`src/rtl/ahb_arbiter.sv`:
```
// rtl/ahb_arbiter.sv - round-robin AHB bus arbiter with burst/lock tracking (optional split masking via AHB_ARB_SPLIT_EN)
module ahb_arbiter #(
    parameter int NUM_MST = 4,
    parameter int DEF_MST = 0,
    parameter int MW      = $clog2(NUM_MST)
) (
    input  logic               hclk,
    input  logic               hreset,
    input  logic [NUM_MST-1:0] hbusreq,
    input  logic [NUM_MST-1:0] hlock,
    input  logic [1:0]         htrans,
    input  logic [2:0]         hburst,
    input  logic               hready,
    input  logic [1:0]         hresp,
`ifdef AHB_ARB_SPLIT_EN
    input  logic [NUM_MST-1:0] hsplit,
`endif
    output logic [NUM_MST-1:0] hgrant,
    output logic [MW-1:0]      hmaster,
    output logic               hmastlock
);

    localparam logic [1:0] TRANS_IDLE   = 2'd0;
    localparam logic [1:0] TRANS_BUSY   = 2'd1;
    localparam logic [1:0] TRANS_NONSEQ = 2'd2;
    localparam logic [1:0] TRANS_SEQ    = 2'd3;

    localparam logic [1:0] RESP_OKAY    = 2'd0;
`ifdef AHB_ARB_SPLIT_EN
    localparam logic [1:0] RESP_SPLIT   = 2'd3;
`endif

    localparam logic [MW-1:0]      DEF_IDX   = MW'(DEF_MST);
    localparam logic [NUM_MST-1:0] GRANT_ONE = {{(NUM_MST-1){1'b0}}, 1'b1};
    localparam logic [NUM_MST-1:0] DEF_GRANT = GRANT_ONE << DEF_MST;

    logic [NUM_MST-1:0] r_hgrant;
    logic [MW-1:0]      r_hmaster;
    logic               r_hmastlock;
    logic [MW-1:0]      r_gidx;
    logic [3:0]         r_rem;

    logic [3:0]         w_len_m1;
    logic [3:0]         w_rem_nxt;
    logic               w_locked;
    logic               w_open;
    logic [NUM_MST-1:0] w_elig;
    logic [MW-1:0]      w_win;
    logic [MW-1:0]      w_k;

    // Beats remaining after a NONSEQ, decoded from the burst type
    always_comb begin
        w_len_m1 = 4'd0;
        case (hburst)
            3'd2, 3'd3: w_len_m1 = 4'd3;
            3'd4, 3'd5: w_len_m1 = 4'd7;
            3'd6, 3'd7: w_len_m1 = 4'd15;
            default:    w_len_m1 = 4'd0;
        endcase
    end

    // Next beat-counter value; a non-OKAY response terminates the burst even mid-wait
    always_comb begin
        w_rem_nxt = r_rem;
        if (hresp != RESP_OKAY) begin
            w_rem_nxt = 4'd0;
        end else if (hready) begin
            case (htrans)
                TRANS_IDLE:   w_rem_nxt = 4'd0;
                TRANS_BUSY:   w_rem_nxt = r_rem;
                TRANS_NONSEQ: w_rem_nxt = w_len_m1;
                TRANS_SEQ:    w_rem_nxt = (r_rem != 4'd0) ? r_rem - 4'd1 : r_rem;
                default:      w_rem_nxt = r_rem;
            endcase
        end
    end

    assign w_locked = hlock[r_gidx];
    assign w_open   = hready && (w_rem_nxt == 4'd0) && !w_locked;

`ifdef AHB_ARB_SPLIT_EN
    logic [NUM_MST-1:0] r_mask;
    logic [NUM_MST-1:0] w_split_set;

    // A SPLIT response parks the current address-phase owner
    always_comb begin
        w_split_set = '0;
        if (hresp == RESP_SPLIT) begin
            w_split_set[r_hmaster] = 1'b1;
        end
    end

    assign w_elig = hbusreq & ~(r_mask | w_split_set);

    // Split mask: set by SPLIT, cleared by the slave's resume pulse
    always_ff @(posedge hclk or posedge hreset) begin
        if (hreset) begin
            r_mask <= '0;
        end else begin
            r_mask <= (r_mask | w_split_set) & ~hsplit;
        end
    end
`else
    assign w_elig = hbusreq;
`endif

    // Round-robin scan from g+1 wrapping back to g; lowest offset wins, default master if none
    always_comb begin
        w_win = DEF_IDX;
        w_k   = '0;
        for (int i = NUM_MST; i >= 1; i--) begin
            w_k = MW'((int'(r_gidx) + i) % NUM_MST);
            if (w_elig[w_k]) begin
                w_win = w_k;
            end
        end
    end

    // Grant, owner and beat-counter registers
    always_ff @(posedge hclk or posedge hreset) begin
        if (hreset) begin
            r_rem       <= 4'd0;
            r_gidx      <= DEF_IDX;
            r_hgrant    <= DEF_GRANT;
            r_hmaster   <= DEF_IDX;
            r_hmastlock <= 1'b0;
        end else begin
            r_rem <= w_rem_nxt;
            if (w_open) begin
                r_gidx   <= w_win;
                r_hgrant <= GRANT_ONE << w_win;
            end
            if (hready) begin
                r_hmaster   <= r_gidx;
                r_hmastlock <= w_locked;
            end
        end
    end

    assign hgrant    = r_hgrant;
    assign hmaster   = r_hmaster;
    assign hmastlock = r_hmastlock;

endmodule

```
`config.mk`:
```
export PLATFORM = sky130hd
export DESIGN_NAME = ahb_arbiter
export DESIGN_NICKNAME = d
export VERILOG_FILES = /design/src/rtl/ahb_arbiter.sv
export SDC_FILE = /design/constraint.sdc
export NUM_CORES = 1
export LEC_CHECK = 0
export CORE_MARGIN = 2
export CORE_UTILIZATION = 45
export CTS_CLUSTER_SIZE = 8
export DETAILED_ROUTE_END_ITERATION = 8
export DONT_BUFFER_PORTS = 1
export HOLD_SLACK_MARGIN = 0.1
export SLEW_MARGIN = 20
export SYNTH_ARGS = -nofsm -noshare
export SYNTH_HDL_FRONTEND = slang
export SYNTH_SLANG_ARGS = --single-unit
```
`constraint.sdc`:
```
create_clock -name hclk -period 2.89 [get_ports hclk]
set_input_delay 0.7225 -clock hclk [delete_from_list [all_inputs] [get_ports hclk]]
set_output_delay 0.7225 -clock hclk [all_outputs]
set_load 0.05 [all_outputs]
```
==> summary.txt, run 1 <==
Synth
  • Mapped Area: around 840 µm²
  • Post-synthesis cell type count: 31
  • Syn nets: ~100
  • Share of the synthesized area in the top cell type: 35.6%
  • Synth warnings: 0
  • Yosys top cell by area: dfrtp_1
  • Async set or reset register ratio after synthesis: 100%
  • Primary FF master, synth: dfrtp_1
  • Synth area leaders: dfrtp_1, mux2_2, o21ai_0
  • Flops & latches, synth: 13
  • Post-synthesis compound-gate area fraction: 17.4%
  • Syn avg cell area: 9.92 µm²
  • Cells after Synth: 85
  • Synth Area in Simple Gates: between 20 and 25%
  • Adder-cell share of the synthesized area: under 10%
  • Mux share of post-synthesis cell area: between 10% and 20%
  • Post-synthesis xor/xnor area fraction: 0%
  • Post-synthesis sequential area ratio: 38.7%
  • Largest family of logic cells by synthesized area: simple AND/OR/NAND/NOR gates
  • Number of synthesized flops with an enable pin: 0

Global route
  • Largest net degree at the start of global routing: 14
  • Overflow after GRT: 0
  • GRT Total Usage: between 10% and 20%
  • Number of global-route vias before repair: 642
  • Initial antenna violation count: 0
  • First-pass GRT wire length: 2.58 mm

Die
  • Core area: 1750 µm²
  • Die width: 47.3 µm
  • DIE HEIGHT: 47.3 µm
  • IO Count: 25
  • Cell row count: 15
  • Initial Util: about 48%
  • Die ar.: ~2200 µm²

STA
  • Final count of hold timing violations: 0
  • WHS: about 0.35 ns
  • Min Tclk post-route: 2.33 ns
  • Final setup TNS: 0 ns
  • Clock Skew: 0.00543 ns
  • Tcrit/Tclk final: between 80% and 90%
  • RSZ-0062 raised after global routing: no
  • Maximum clock rate: 0.429 GHz
  • Normalized max-slew margin: 62.3%
  • Slew @ Worst Pin: 0.560 ns
  • Final Max Slew Viols: 0
  • Final-report setup violation count: 0

Worst hold path
  • HP Class: input port to asynchronous set/reset pin

Clock network
  • Clk buf depth: 2
  • Post_cts resized: 0
  • Worst-skew pair later-pin latency: 0.27 ns
  • Post CTS Setup Buffer Count: 0
  • CTS tree: built
  • Cts bufs inserted: 3
  • Root buffer cell: clkbuf_4
  • Reg clk slew, reported paths: 0.08 ns
  • H-Tree Level Count: 1
  • Clock sinks: 13
  • Hold-fix buffers at CTS: 0

Worst setup path
  • CP Cell Sequence: inv_1, ha_1, nor3b_2, o21ai_0, a21oi_1, a211oi_2, nor4_4, mux2_2
  • Reg2reg end: r_gidx[0]
  • CP required: 3.05 ns
  • CP Class: flop to flop
  • Crit-path leading delay family: simple AND/OR/NAND/NOR gates
  • Worst setup SP type: flop
  • R2r setup slk: 0.56 ns
  • Crit-path max FO: 6
  • Crit path DAT: between 2 and 2.5 ns
  • Cells on worst reg2reg path: 8
  • Slowest CP cell: nor4_4
  • Critical Path End Type: flop
  • FF-to-FF Start: r_rem[0]
  • CP max stage delay: 0.47 ns
  • Buffers & Inverters on Critical Path: 1

Finish
  • N_diodes: 0
  • Syn-to-layout area delta: 4.75%
  • Post-route cell area: 883 µm²
  • Layout cell share with drive strength beyond 1: 22.1%
  • Net count, final: 106

Route
  • WL final: 1.51 mm
  • DRC viols: 0
  • Final antenna-violating net count: 0
  • DR vias/cell: between 5 and 6
  • Starting DRT DRC Count: 2
  • Via count: 640
  • Met3 WL: 68 µm
  • First-pass DRT Iterations: 2
  • Max Used Layer: met4
  • Metal2 WL: 806 µm
  • DR WL/cell: 13.6 µm
  • DRT met1 WL: 622 µm

Placed design
  • Placer Congestion: 0.841
  • Port Buffers: 0
  • DP Wirelength: 1.21 mm
  • Placed Area: 857 µm²

Pwr
  • LEAKAGE: 0.355 nW
  • Peak supply drop: 0.376 mV
  • Power per cell area: about 870 nW/µm²
  • Tot Pwr: 0.766 mW

Job
  • Max-Cap Viols: 0

Status
  • Status: completed
[sequential cells by signal, summed over array words and instances, names as in the netlist]
register	cells
r_gidx	2
hmastlock	1
hmaster	2
hgrant	4
r_rem	4
[layout by cell type (no fill, tap or decap), types with 2 or more instances in the layout]
| cell | instances |
|---|---|
| a21oi_1 | 3 |
| mux2i_1 | 2 |
| nor3_1 | 3 |
| nor2_1 | 8 |
| mux2_2 | 8 |
| o22ai_1 | 3 |
| clkbuf_4 | 3 |
| nand2_1 | 5 |
| nand4b_1 | 2 |
| dfrtp_1 | 12 |
| inv_1 | 8 |
| nand2b_1 | 3 |
| o21ai_0 | 8 |
[where the power goes]
group / internal (mW) / switching [mW] / total [mW]
Sequential: 0.244 / 0.213 / 0.458
Clock: 0.0534 / 0.0569 / 0.110
Combinational: 0.119 / 0.0793 / 0.198
Total: 0.417 / 0.350 / 0.766
[cells by family after synthesis]
logic type / after synthesis
compound gates: 22
flops: 13
buf+inv: 11
mux: 11
fa+ha+maj: 1
simple gates: 27
[metrics by stage]
stage	instances	util, %	setup slack (ns)
after global placement	107	49.1	0.529
final	111	50.6	0.559
after floorplan	85	-	0.646
after global routing	111	50.6	0.362
after CTS	111	50.6	0.520
after detailed placement	107	49.1	0.512
[routing by layer]
metal,GRT usage (%),vias to the layer above
met4,9.44,0
met2,28.4,13
met3,3.08,2
li1,-,312
met5,0,-
met1,18.8,313
[final cells by class]
type                    count  area, µm²
clock buffers               4       26.3
fillers                   187        862
inverters                   8       30.0
multi-input cells          61        469
flip-flops and latches     13        327
well taps                  25       31.3
[worst max-delay path by stage]
stage | start | endpoint | slack [ns] | depth (start not counted)
finish | r_rem[0] | r_gidx[0] | 0.56 | 8
global route | r_rem[0] | hgrant[2] | 0.36 | 8
CTS | r_rem[0] | hgrant[1] | 0.52 | 8
detailed placement | hlock[1] | r_gidx[0] | 0.51 | 4
global placement | hlock[1] | hgrant[2] | 0.53 | 4
floorplan | hlock[1] | hgrant[1] | 0.65 | 4
[synthesized netlist by cell type, types with 2 or more instances]
library cell and instances:
a21oi_1 3, mux2_2 8, buf_2 2, o21ai_0 8, o22ai_1 3, nor2_1 8
inv_1 8, nand2_1 5, dfrtp_1 12, nand4b_1 2, nand2b_1 3, mux2i_1 2
nor3_1 3
(Power assumes the default switching activity.)
==> run 2, diff against run 1 <==
==> constraint.sdc (replaced) <==
create_clock -name hclk -period 2.2 [get_ports hclk]
set_input_delay 0.55 -clock hclk [delete_from_list [all_inputs] [get_ports hclk]]
set_output_delay 0.55 -clock hclk [all_outputs]
set_load 0.05 [all_outputs]
==> run 2 against run 1 <==
  * Core utilization grew 5.4 points
  * Wire length grew 11%
  * Setup slack lost 0.47 ns
  * Clock skew increased by 0.00090 ns
  * Sequential share of layout area decreased by 3.6 points
  * Critical path depth grew 1
  * Power is 41% higher
  * Highest routed layer unchanged
  * Critical endpoint is now hgrant[1]
  * Combinational power grew 72%
  * Hold slack worse by 0.17 ns
  * Largest power group unchanged
  * Die area stayed put
  * Critical path type unchanged
  * Fmax up 11%
==> summary.txt, run 2 (same netlist as run 1, synthesis figures left out) <==
Global route
  • Overflow after GRT: 0
  • First-pass GRT wire length: 2.73 mm
  • Number of global-route vias before repair: 654
  • Largest net degree at the start of global routing: 14
  • GRT Total Usage: 17.3%
  • Initial antenna violation count: 0

Pwr
  • Power per cell area: 1100 nW/µm²
  • Peak supply drop: 0.788 mV
  • LEAKAGE: 0.406 nW

Route
  • Final antenna-violating net count: 0
  • First-pass DRT Iterations: 4
  • WL final: between 1.5 and 2 mm
  • Starting DRT DRC Count: 4
  • DR WL/cell: 14.3 µm
  • DRC viols: 0
  • Via count: around 660
  • DR vias/cell: 5.61

STA
  • Slew @ Worst Pin: around 0.64 ns
  • Final Max Slew Viols: 0
  • Normalized max-slew margin: a little under three fifths
  • Clock Skew: 0.00633 ns
  • Maximum clock rate: 0.474 GHz
  • Tcrit/Tclk final: ~96%
  • Final-report setup violation count: 0
  • Final count of hold timing violations: 0
  • Min Tclk post-route: roughly 2.1 ns
  • RSZ-0062 raised after global routing: yes

Die
  • DIE HEIGHT: 47.3 µm
  • Die width: 47.3 µm
  • Cell row count: 15
  • IO Count: 25
  • Die ar.: 2240 µm²
  • Core area: between 1500 and 2000 µm²
  • Initial Util: about half

Worst setup path
  • Critical Path End Type: flop
  • Reg2reg end: hgrant[1]
  • Worst setup SP type: flop
  • R2r setup slk: 0.09 ns
  • FF-to-FF Start: r_rem[0]
  • Crit-path max FO: 6
  • Worst Setup SP: r_rem[0]
  • CP required: ~2.4 ns
  • CP Class: flop to flop
  • Crit path DAT: 2.26 ns
  • Cells on worst reg2reg path: 9
  • Worst setup endpoint: hgrant[1]

Clock network
  • Worst-skew pair later-pin latency: between 0.2 and 0.3 ns
  • Clk buf depth: 2
  • Cts bufs inserted: 3
  • Hold-fix buffers at CTS: 0
  • Reg clk slew, reported paths: 0.08 ns
  • Root buffer cell: clkbuf_4
  • Clock sinks: 13
  • H-Tree Level Count: 1
  • CTS tree: built

Finish
  • Post-route cell area: 977 µm²
  • Most frequent cells in the layout: dfrtp_1, nor2_1, o21ai_0
  • Most common cell after layout, fill and taps aside: dfrtp_1
  • Multi-input combinational cell area: 517 µm²
  • N_diodes: 0
  • Net count, final: 112
  • Syn-to-layout area delta: 15.9%
  • Fillers: about 160
  • Core Util, Final: 56.0%
  • Layout cell share with drive strength beyond 1: 34.8%
  • Register area: 327 µm²

Job
  • Max-Cap Viols: 0

Placed design
  • Placed Area: 880 µm²
  • Placer Congestion: 0.864
  • Port Buffers: 0
  • DP Wirelength: 1.23 mm

Worst hold path
  • HP Class: input port to asynchronous set/reset pin

Status
  • Status: completed
-- run 2: cell count changes in the layout (fill, tap and decap cells not counted), moves of 2 or more --
cell / previous run / this run
inv_2: 0 / 2
mux2_4: 0 / 3
buf_4: 0 / 6
mux2_2: 8 / 5
inv_1: 8 / 6
-- run 2: worst min path at each step --
stage	from	end	slack, ns	cells after the start
6_report	hreset	r_rem[1]	0.18	1
5_1_grt	hreset	r_rem[1]	0.22	1
4_1_cts	hreset	r_rem[1]	0.19	1
3_5_place_dp	hreset	hgrant[3]	0.49	1
3_3_place_gp	hreset	r_rem[2]	0.49	1
2_1_floorplan	hreset	hgrant[1]	0.43	1
-- run 2: per-layer routing --
metal / up-vias / routed length, µm / track usage (%)
li1: 321 / - / -
met1: 318 / 725 / 20.5
met2: 15 / 844 / 29.7
met3: 2 / 85 / 4.62
met4: 0 / 16 / 6.67
met5: - / 0 / 0
-- run 2: what timing repair did --
action,4_1_cts,5_1_grt
endpoints found under the setup margin,5,6
resized for setup,10,2
pin swaps,5,2
buffers inserted,3,2
gates cloned,0,0
-- run 2: critical path: stages (launching register included) --
cell,delay (ns)
dfrtp_1,0.40
inv_2,0.08
ha_4,0.14
or3b_4,0.39
o22ai_2,0.12
a21oi_1,0.07
a211oi_2,0.27
nor4_4,0.07
buf_4,0.17
mux2_4,0.29
-- run 2: stage by stage --
stage	setup slack (ns)	setup TNS [ns]	hold WS [ns]	total power [mW]	cells
after floorplan	0.129	0	0.426	0.827	85
after global placement	-0.0238	-0.0821	0.488	0.880	110
after detailed placement	-0.0632	-0.260	0.490	0.893	110
after CTS	0.00718	0	0.190	1.08	115
after global routing	-0.0294	-0.0294	0.218	1.14	117
final	0.0920	0	0.177	1.08	117
-- run 2: layout make-up --
cell class	count	area share [%]
Sequential cell	13	33.4
Multi-Input combinational cell	61	52.9
Inverter	8	3.07
Clock buffer	3	2.30
Timing Repair Buffer	6	4.61
Clock inverter	1	0.512
Tap cell	25	3.20
-- run 2: power by group --
group	switching [mW]	internal [mW]	leakage, nW
sequential	0.274	0.321	0.162
combinational	0.131	0.208	0.227
clock	0.0763	0.0673	0.0177
total	0.481	0.597	0.406
==> run 3, diff against run 2 <==
--- a/config.mk
+++ b/config.mk
@@ -7,6 +7,7 @@
 export LEC_CHECK = 0
 export CORE_MARGIN = 2
 export CORE_UTILIZATION = 45
+export CTS_CLUSTER_DIAMETER = 200
 export CTS_CLUSTER_SIZE = 8
 export DETAILED_ROUTE_END_ITERATION = 8
 export DONT_BUFFER_PORTS = 1
==> results of run 3 <==
Same layout as run 2: the final DEF is identical, and so are final timing and power.
